$ cat src/rtl/mmio_write_arbiter.sv
// mmio_write_arbiter
// Shares the single DMEM/peripheral write port between the CPU store path and
// the sprite DMA engine. Round-robin arbitration, one-hot write-enable decode
// of the granted address, saturating unmapped-write counter and a minimum
// spacing between consecutive VGA register writes.
module mmio_write_arbiter #(
  parameter int unsigned VGA_HOLD_CYCLES = 4,
  parameter int unsigned ERR_CNT_W       = 8
) (
  input  logic                 clk,
  input  logic                 rst_n,
  input  logic                 cpu_req,
  input  logic [31:0]          cpu_addr,
  input  logic [31:0]          cpu_wdata,
  output logic                 cpu_gnt,
  output logic                 cpu_stall,
  input  logic                 dma_req,
  input  logic [31:0]          dma_addr,
  input  logic [31:0]          dma_wdata,
  output logic                 dma_gnt,
  output logic [31:0]          bus_addr,
  output logic [31:0]          bus_wdata,
  output logic                 dmem_we,
  output logic                 vga_we,
  output logic                 seg_we,
  output logic                 timer_we,
  output logic                 err_unmapped,
  output logic [ERR_CNT_W-1:0] err_count
);

  // Hold counter must be able to represent VGA_HOLD_CYCLES; keep it at least 1 bit wide.
  localparam int unsigned CNT_W = (VGA_HOLD_CYCLES < 1) ? 1 : $clog2(VGA_HOLD_CYCLES + 1);
  localparam logic [CNT_W-1:0]     HOLD_LOAD = CNT_W'(VGA_HOLD_CYCLES);
  localparam logic [ERR_CNT_W-1:0] ERR_MAX   = '1;

  typedef enum logic [2:0] {
    TGT_DMEM,
    TGT_VGA,
    TGT_SEG,
    TGT_TIMER,
    TGT_NONE
  } target_e;

  // Only the low 12 address bits select the target; the upper bits are ignored.
  function automatic target_e decode(input logic [11:0] a);
    target_e t;
    if (!a[11]) begin
      t = TGT_DMEM;
    end else begin
      case (a)
        12'h800: t = TGT_VGA;
        12'h804: t = TGT_SEG;
        12'h814: t = TGT_TIMER;
        default: t = TGT_NONE;
      endcase
    end
    return t;
  endfunction

  // Registered state
  logic                 cpu_gnt_q,   cpu_gnt_d;
  logic                 dma_gnt_q,   dma_gnt_d;
  logic [31:0]          bus_addr_q,  bus_addr_d;
  logic [31:0]          bus_wdata_q, bus_wdata_d;
  logic                 dmem_we_q,   dmem_we_d;
  logic                 vga_we_q,    vga_we_d;
  logic                 seg_we_q,    seg_we_d;
  logic                 timer_we_q,  timer_we_d;
  logic                 err_q,       err_d;
  logic [ERR_CNT_W-1:0] err_cnt_q,   err_cnt_d;
  logic [CNT_W-1:0]     vga_cnt_q,   vga_cnt_d;
  logic                 last_dma_q,  last_dma_d;

  // Arbitration helpers
  target_e cpu_tgt, dma_tgt, sel_tgt;
  logic    vga_busy, cpu_elig, dma_elig, pick_cpu, pick_dma, issue;

  // Decode both requests, qualify eligibility against the VGA hold, then pick a winner.
  always_comb begin
    cpu_tgt  = decode(cpu_addr[11:0]);
    dma_tgt  = decode(dma_addr[11:0]);
    vga_busy = (vga_cnt_q != '0);
    cpu_elig = cpu_req && !((cpu_tgt == TGT_VGA) && vga_busy);
    dma_elig = dma_req && !((dma_tgt == TGT_VGA) && vga_busy);
    // On a tie the master that did not win last time goes first.
    pick_cpu = cpu_elig && (!dma_elig || last_dma_q);
    pick_dma = dma_elig && !pick_cpu;
    issue    = pick_cpu || pick_dma;
    sel_tgt  = pick_cpu ? cpu_tgt : dma_tgt;
  end

  // Next-state for the issued write, enables, error tracking and VGA spacing.
  always_comb begin
    cpu_gnt_d   = pick_cpu;
    dma_gnt_d   = pick_dma;
    bus_addr_d  = bus_addr_q;
    bus_wdata_d = bus_wdata_q;
    dmem_we_d   = issue && (sel_tgt == TGT_DMEM);
    vga_we_d    = issue && (sel_tgt == TGT_VGA);
    seg_we_d    = issue && (sel_tgt == TGT_SEG);
    timer_we_d  = issue && (sel_tgt == TGT_TIMER);
    err_d       = issue && (sel_tgt == TGT_NONE);
    err_cnt_d   = err_cnt_q;
    vga_cnt_d   = vga_cnt_q;
    last_dma_d  = last_dma_q;

    if (pick_cpu) begin
      bus_addr_d  = cpu_addr;
      bus_wdata_d = cpu_wdata;
      last_dma_d  = 1'b0;
    end else if (pick_dma) begin
      bus_addr_d  = dma_addr;
      bus_wdata_d = dma_wdata;
      last_dma_d  = 1'b1;
    end

    if (err_d && (err_cnt_q != ERR_MAX)) begin
      err_cnt_d = err_cnt_q + ERR_CNT_W'(1);
    end

    // A VGA write restarts the spacing window; otherwise count down to zero.
    if (vga_we_d) begin
      vga_cnt_d = HOLD_LOAD;
    end else if (vga_busy) begin
      vga_cnt_d = vga_cnt_q - CNT_W'(1);
    end
  end

  // State register; last grant resets to DMA so the CPU wins the first tie.
  always_ff @(posedge clk or negedge rst_n) begin
    if (!rst_n) begin
      cpu_gnt_q   <= 1'b0;
      dma_gnt_q   <= 1'b0;
      bus_addr_q  <= '0;
      bus_wdata_q <= '0;
      dmem_we_q   <= 1'b0;
      vga_we_q    <= 1'b0;
      seg_we_q    <= 1'b0;
      timer_we_q  <= 1'b0;
      err_q       <= 1'b0;
      err_cnt_q   <= '0;
      vga_cnt_q   <= '0;
      last_dma_q  <= 1'b1;
    end else begin
      cpu_gnt_q   <= cpu_gnt_d;
      dma_gnt_q   <= dma_gnt_d;
      bus_addr_q  <= bus_addr_d;
      bus_wdata_q <= bus_wdata_d;
      dmem_we_q   <= dmem_we_d;
      vga_we_q    <= vga_we_d;
      seg_we_q    <= seg_we_d;
      timer_we_q  <= timer_we_d;
      err_q       <= err_d;
      err_cnt_q   <= err_cnt_d;
      vga_cnt_q   <= vga_cnt_d;
      last_dma_q  <= last_dma_d;
    end
  end

  assign cpu_gnt      = cpu_gnt_q;
  assign dma_gnt      = dma_gnt_q;
  assign cpu_stall    = cpu_req & ~cpu_gnt_q;
  assign bus_addr     = bus_addr_q;
  assign bus_wdata    = bus_wdata_q;
  assign dmem_we      = dmem_we_q;
  assign vga_we       = vga_we_q;
  assign seg_we       = seg_we_q;
  assign timer_we     = timer_we_q;
  assign err_unmapped = err_q;
  assign err_count    = err_cnt_q;

endmodule

$ cat config.mk
export PLATFORM = sky130hd
export DESIGN_NAME = mmio_write_arbiter
export DESIGN_NICKNAME = d
export VERILOG_FILES = /design/src/rtl/mmio_write_arbiter.sv
export SDC_FILE = /design/constraint.sdc
export NUM_CORES = 1
export LEC_CHECK = 0
export CAP_MARGIN = 20
export CORE_AREA = 2 2 82 84
export CTS_CLUSTER_DIAMETER = 80
export DETAILED_ROUTE_END_ITERATION = 6
export DIE_AREA = 0 0 84 86
export DONT_BUFFER_PORTS = 1
export PLACE_DENSITY_LB_ADDON = 0.25
export SLEW_MARGIN = 10
export SYNTH_ARGS = -nofsm -noshare
export SYNTH_HDL_FRONTEND = slang
export SYNTH_SLANG_ARGS = --single-unit
export TNS_END_PERCENT = 10
$ cat constraint.sdc
create_clock -name clk -period 3.1 [get_ports clk]
set_input_delay 0.465 -clock clk [delete_from_list [all_inputs] [get_ports clk]]
set_output_delay 0.465 -clock clk [all_outputs]
set_load 0.01 [all_outputs]
==> Word-level counts from Yosys, hierarchy flattened <==
Index checks and enable logic that the tools add are counted.
{ "word_totals": {"wordCells": 64, "out_inout_bits": 80, "reg_bits": 83} }
{ "op_classes": {"reduce_logical": 22, "n_mux": 13, "n_eq_ne": 13, "bitwise": 2, "add_sub_neg": 2} }
{ "op_table": {"columns": ["operator", "count"], "rows": [
  ["two-way mux 32 bit", 4],
  ["== test 12 bit, second input constant", 6],
  ["one-hot mux 3 bit (3 select lines)", 2],
  ["two-way mux 3 bit", 5],
  ["logical AND 1 bit", 12],
  ["== test 3 x 1 -> 1 bit, second input constant", 3],
  ["adder 8 x 1 -> 8 bit, second input constant", 1],
  ["!= test 8 bit, second input constant", 1],
  ["== test 3 x 2 -> 1 bit, second input constant", 2],
  ["zero test 1 bit", 4],
  ["nonzero test 2 bit", 2],
  ["== test 3 bit, second input constant", 1],
  ["zero test 3 bit", 1],
  ["nonzero test 3 bit", 1],
  ["subtractor 3 x 1 -> 3 bit, second input constant", 1],
  ["logical OR 1 bit", 2],
  ["two-way mux 1 bit", 2],
  ["AND 1 bit", 1],
  ["inverter 1 bit", 1]
]} }

==> Depth between registers and ports, before layout <==
{ "logic_depth": {"depth_word": 15, "depth_mapped": 10, "mapped_depth_nobuf": 10} }

==> Least setup slack after synthesis <==
OpenSTA, ideal clock, no wires.
{ "synth_timing": {"path_type": "input to register", "startpoint": "in cpu_addr[0]", "endpoint": "reg err_cnt_q[7] (netlist: err_count[7])", "stages": 8, "t_arrival_ns": 2.096, "n_path_buf": 1, "setup_ns": 0.128, "path_slack_ns": 0.876, "path_cell_list": "nor4_2 > nand3_2 > o41ai_4 > o21bai_2 > buf_6 > o22ai_4 > nand4_1 > mux2_1"} }
{ "synth_via": {"elab_chain_len": 13, "elab_cells_between_ends": 17, "classes_between": "eq/ne (5); mux (3); reduce/logical (9)"} }
{ "synth_lines": {"columns": ["item", "line", "rtl"], "rows": [
  ["start, declared", "13", "input logic [31:0] cpu_addr,"],
  ["== test 12 bit", "50", "case (a)"],
  ["one-hot mux 3 bit (3 select lines) *", "50", null],
  ["two-way mux 3 bit *", "47", "if (!a[11]) begin"],
  ["parallel branches: the longest is 8 deep, another holds == test 3 x 1 -> 1 bit", null, null],
  ["logical AND 1 bit *", "102", "err_d = issue && (sel_tgt == TGT_NONE);"],
  ["named net err_d", "69", "logic err_q, err_d;"],
  ["logical AND 1 bit *", "117", "if (err_d && (err_cnt_q != ERR_MAX)) begin"],
  ["end signal, assigned", "154", "err_cnt_q <= err_cnt_d;"],
  ["end, declared", "70", "logic [ERR_CNT_W-1:0] err_cnt_q, err_cnt_d;"]
]} }
Mark *: on every way through the listed nets, which the timed path passes.
A chain may end at the register's enable or synchronous reset.

==> Worst setup path in the final report <==
{ "layout_timing": {"startpoint": "reg vga_cnt_q[0]", "endpoint": "reg bus_addr_q[20] (netlist: bus_addr[20])"} }
{ "layout_via": {"elab_chain_len": 10, "elab_cells_between_ends": 14, "classes_between": "mux (1); reduce/logical (13)"} }
{ "layout_lines": {"columns": ["item", "line", "rtl"], "rows": [
  ["start, declared", "71", "logic [CNT_W-1:0] vga_cnt_q, vga_cnt_d;"],
  ["start signal, assigned", "155", "vga_cnt_q <= vga_cnt_d;"],
  ["nonzero test 3 bit *", "82", "vga_busy = (vga_cnt_q != '0);"],
  ["logical AND 1 bit", "84", "dma_elig = dma_req && !((dma_tgt == TGT_VGA) && vga_busy);"],
  ["zero test 1 bit", "84", null],
  ["logical AND 1 bit", "84", null],
  ["zero test 1 bit", "86", "pick_cpu = cpu_elig && (!dma_elig || last_dma_q);"],
  ["logical OR 1 bit", "86", null],
  ["logical AND 1 bit", "86", null],
  ["zero test 1 bit", "87", "pick_dma = dma_elig && !pick_cpu;"],
  ["logical AND 1 bit", "87", null],
  ["nonzero test 2 bit (no line)", null, null],
  ["end signal, assigned", "147", "bus_addr_q <= bus_addr_d;"],
  ["end, declared", "63", "logic [31:0] bus_addr_q, bus_addr_d;"]
]} }
Mark *: on every way between the ends. The rest lies on a longest branch, timed or not.

==> results.py <==
metrics = {
    "outcome": {
        "status": "finished clean",
    },
    "clock_tree": {
        "numCtsBuffers": 9,
        "clk_pin_slew_ns": 0.08,
        "h-tree-depth": 3,
        "postCtsHoldBufs": 1,
        "postCtsSetupBuffers": 0,
        "tritoncts": "built",
        "cts_resized": 0,
        "clk_latency_ns": 0.33,
        "clock_sinks": 83,
        "root_buffer": "clkbuf_8",
        "clockBufferDepth": 2,
    },
    "synthesis": {
        "synth_ff_type": "dfrtp_1",
        "synth_common_cells": "nor2_1, dfrtp_1, o22ai_1",
        "synth_nets": 508,
        "synth_top_cell_by_area": "dfrtp_1",
        "ys_warn_count": 0,
        "yosysMostFrequentCell": "nor2_1",
        "synth_area_leaders": "dfrtp_1, nor2_1, o22ai_1",
        "synth_edf_count": 0,
        "synth_top_area_frac": 0.5685,
        "async_flop_share": 1.000,
        "syn_inst": 373,
        "synth-seq-cells": 83,
        "ys_seq_area_frac": 0.5757,
        "synth_cell_type_count": 42,
        "syn_area_per_cell_um2": 9.678,
        "netlist_area_um2": 3610,
    },
    "global_routing": {
        "antenna_found_initial": 0,
        "grt_max_degree": 84,
        "gr-total-overflow": 0,
        "grt_pass1_wl_um": 13410,
        "first_global_vias": 2709,
        "track_usage": 0.2355,
    },
    "worst_setup_path": {
        "cp-start-kind": "register",
        "r2r.worst_path.cells": 9,
        "worst_ep_arrival_time_ns": 2.89,
        "end_kind": "register",
        "reg2reg_to": "bus_addr[20]",
        "reg2reg_from": "vga_cnt_q[0]",
        "path_max_fanout": 53,
        "critical_path_class": "register to register",
        "worstPathRequired_ns": 3.35,
        "rrSetupSlack_ns": 0.46,
    },
    "power_and_ir_drop": {
        "peakVddDrop_uv": 477.2,
        "power_density_nw_per_um2": 720.7,
        "leakagePower_nw": 1.661,
        "total_power_mw": 2.833,
    },
    "final_layout": {
        "drive_gt1_frac": 0.08579,
        "nets": 504,
        "area_growth_syn_to_layout_pct": 8.908,
        "seq_area_um2": 2078,
        "multiInputGateArea_um2": 1424,
        "nFillCells": 529,
        "n_antenna_cell": 0,
        "fin_util": 0.6263,
    },
    "die": {
        "ios": 212,
        "die_x_um": 84,
        "start_util": 0.5750,
        "die-area_um2": 7224,
        "num_rows": 29,
        "core-area_um2": 6277,
        "die_h_um": 86,
    },
    "sta": {
        "min_period_over_period": 0.8528,
        "fin_tns_setup_ns": 0,
        "max_freq_mhz": 378.3,
        "finalWorstSetupSlack_ns": 0.4564,
        "hold_viol": 0,
        "clock_skew_ns": 0.006091,
        "period_minus_slack_ns": 2.644,
        "max_slew.worst_pin.slew_ns": 0.5561,
        "setup_viol": 0,
        "rsz0062_at_grt": "no",
        "relSlewSlack": 0.6293,
        "slew_violations": 0,
    },
    "placement": {
        "io_buffers": 0,
        "hpwl_um": 6268,
        "gp_congestion": 0.8563,
        "place_ws_ns": 0.4741,
    },
    "route": {
        "post_drt_wl_per_cell_um": 19.36,
        "dr.pass1.iters": 4,
        "via_per_inst": 6.251,
        "drt_iter0_markers": 237,
        "drt_drc_violations_left": 0,
        "wirelength_um": 8711,
        "ant_nets": 0,
        "num_vias": 2813,
    },
    "hold_path": {
        "hp-class": "primary input to async pin",
    },
    "job": {
        "maxCapViolations": 0,
    },
}
## flip-flops by register name, summed over array words and instances (netlist names)
| register | flops |
|---|---|
| seg_we | 1 |
| bus_addr | 32 |
| dmem_we | 1 |
| last_dma_q | 1 |
| timer_we | 1 |
| dma_gnt | 1 |
| bus_wdata | 32 |
| vga_we | 1 |
| err_unmapped | 1 |
| cpu_gnt | 1 |
| vga_cnt_q | 3 |
| err_count | 8 |
## worst max-delay path, cell delays in order, from the launching register on
cell,delay (ns)
dfrtp_1,0.37
inv_1,0.11
ha_1,0.17
and2b_1,0.25
nor3_1,0.10
a211oi_1,0.42
or2_4,0.32
buf_4,0.51
o22ai_1,0.15
nor2_1,0.14
## routing by layer
| metal | part of all wire | GRT usage |
|---|---|---|
| met1 | 0.39 | 0.3071 |
| met2 | 0.52 | 0.3884 |
| met3 | 0.076 | 0.05582 |
| met4 | 0.011 | 0.08798 |
| met5 | 0 | 0 |
## cell type report
cell class	count	share of cell area
multi-input cells	263	0.3622
flip-flops and latches	83	0.5286
repair buffers	5	0.01464
inverters	7	0.006684
well taps	77	0.02451
clock buffers	11	0.03851
clock inverters	4	0.02482
## metrics by stage
stage                     cell area, µm²  hold slack, ns  instances
after global routing                3931         0.02441        450
final                               3931         0.02653        450
after detailed placement            3655          0.1710        434
after floorplan                     3610          0.1694        373
after global placement              3655          0.1709        434
after CTS                           3931         0.02845        450
## cell families after synthesis
kind of cell / after synthesis / share of synthesized area
XOR/XNOR: 7 / 0.01698
flip-flops: 83 / 0.5757
adder cells (fa/ha/maj): 3 / 0.01040
AO/OA/AOI/OAI: 80 / 0.1518
buffers and inverters: 27 / 0.03258
multiplexers: 3 / 0.009012
AND/OR/NAND/NOR: 170 / 0.2035
## power by group
| part | switching (mW) | internal [mW] | total [mW] |
|---|---|---|---|
| clock | 0.352 | 0.575 | 0.927 |
| combinational | 0.244 | 0.188 | 0.432 |
| sequential | 0.222 | 1.25 | 1.47 |
| total | 0.817 | 2.02 | 2.83 |
## layout by cell type, fill, tap and decap left out, types with 2 or more instances in the layout
master / n
o21ai_0: 2
nand2_2: 2
mux2_1: 2
ha_1: 3
nor2_1: 134
xnor2_1: 7
a21oi_1: 3
nor4_1: 2
nor2b_1: 5
nor3_1: 3
clkbuf_8: 11
buf_4: 4
nand2b_1: 2
a21o_1: 2
inv_1: 6
nand3_1: 6
and3_1: 3
bufinv_16: 3
dfrtp_1: 82
nand2_1: 4
o22ai_1: 64
## worst max-delay path by stage
stage / startpoint / cells past startpoint / endpoint / slack (ns)
6_report: vga_cnt_q[0] / 9 / bus_addr[20] / 0.46
5_1_grt: vga_cnt_q[0] / 9 / bus_addr[30] / 0.23
4_1_cts: vga_cnt_q[0] / 9 / bus_addr[20] / 0.45
3_5_place_dp: vga_cnt_q[0] / 9 / bus_addr[4] / 0.47
3_3_place_gp: vga_cnt_q[0] / 9 / bus_addr[20] / 0.60
2_1_floorplan: cpu_addr[0] / 8 / err_count[7] / 0.88
Power figures use the tool's default switching activity.
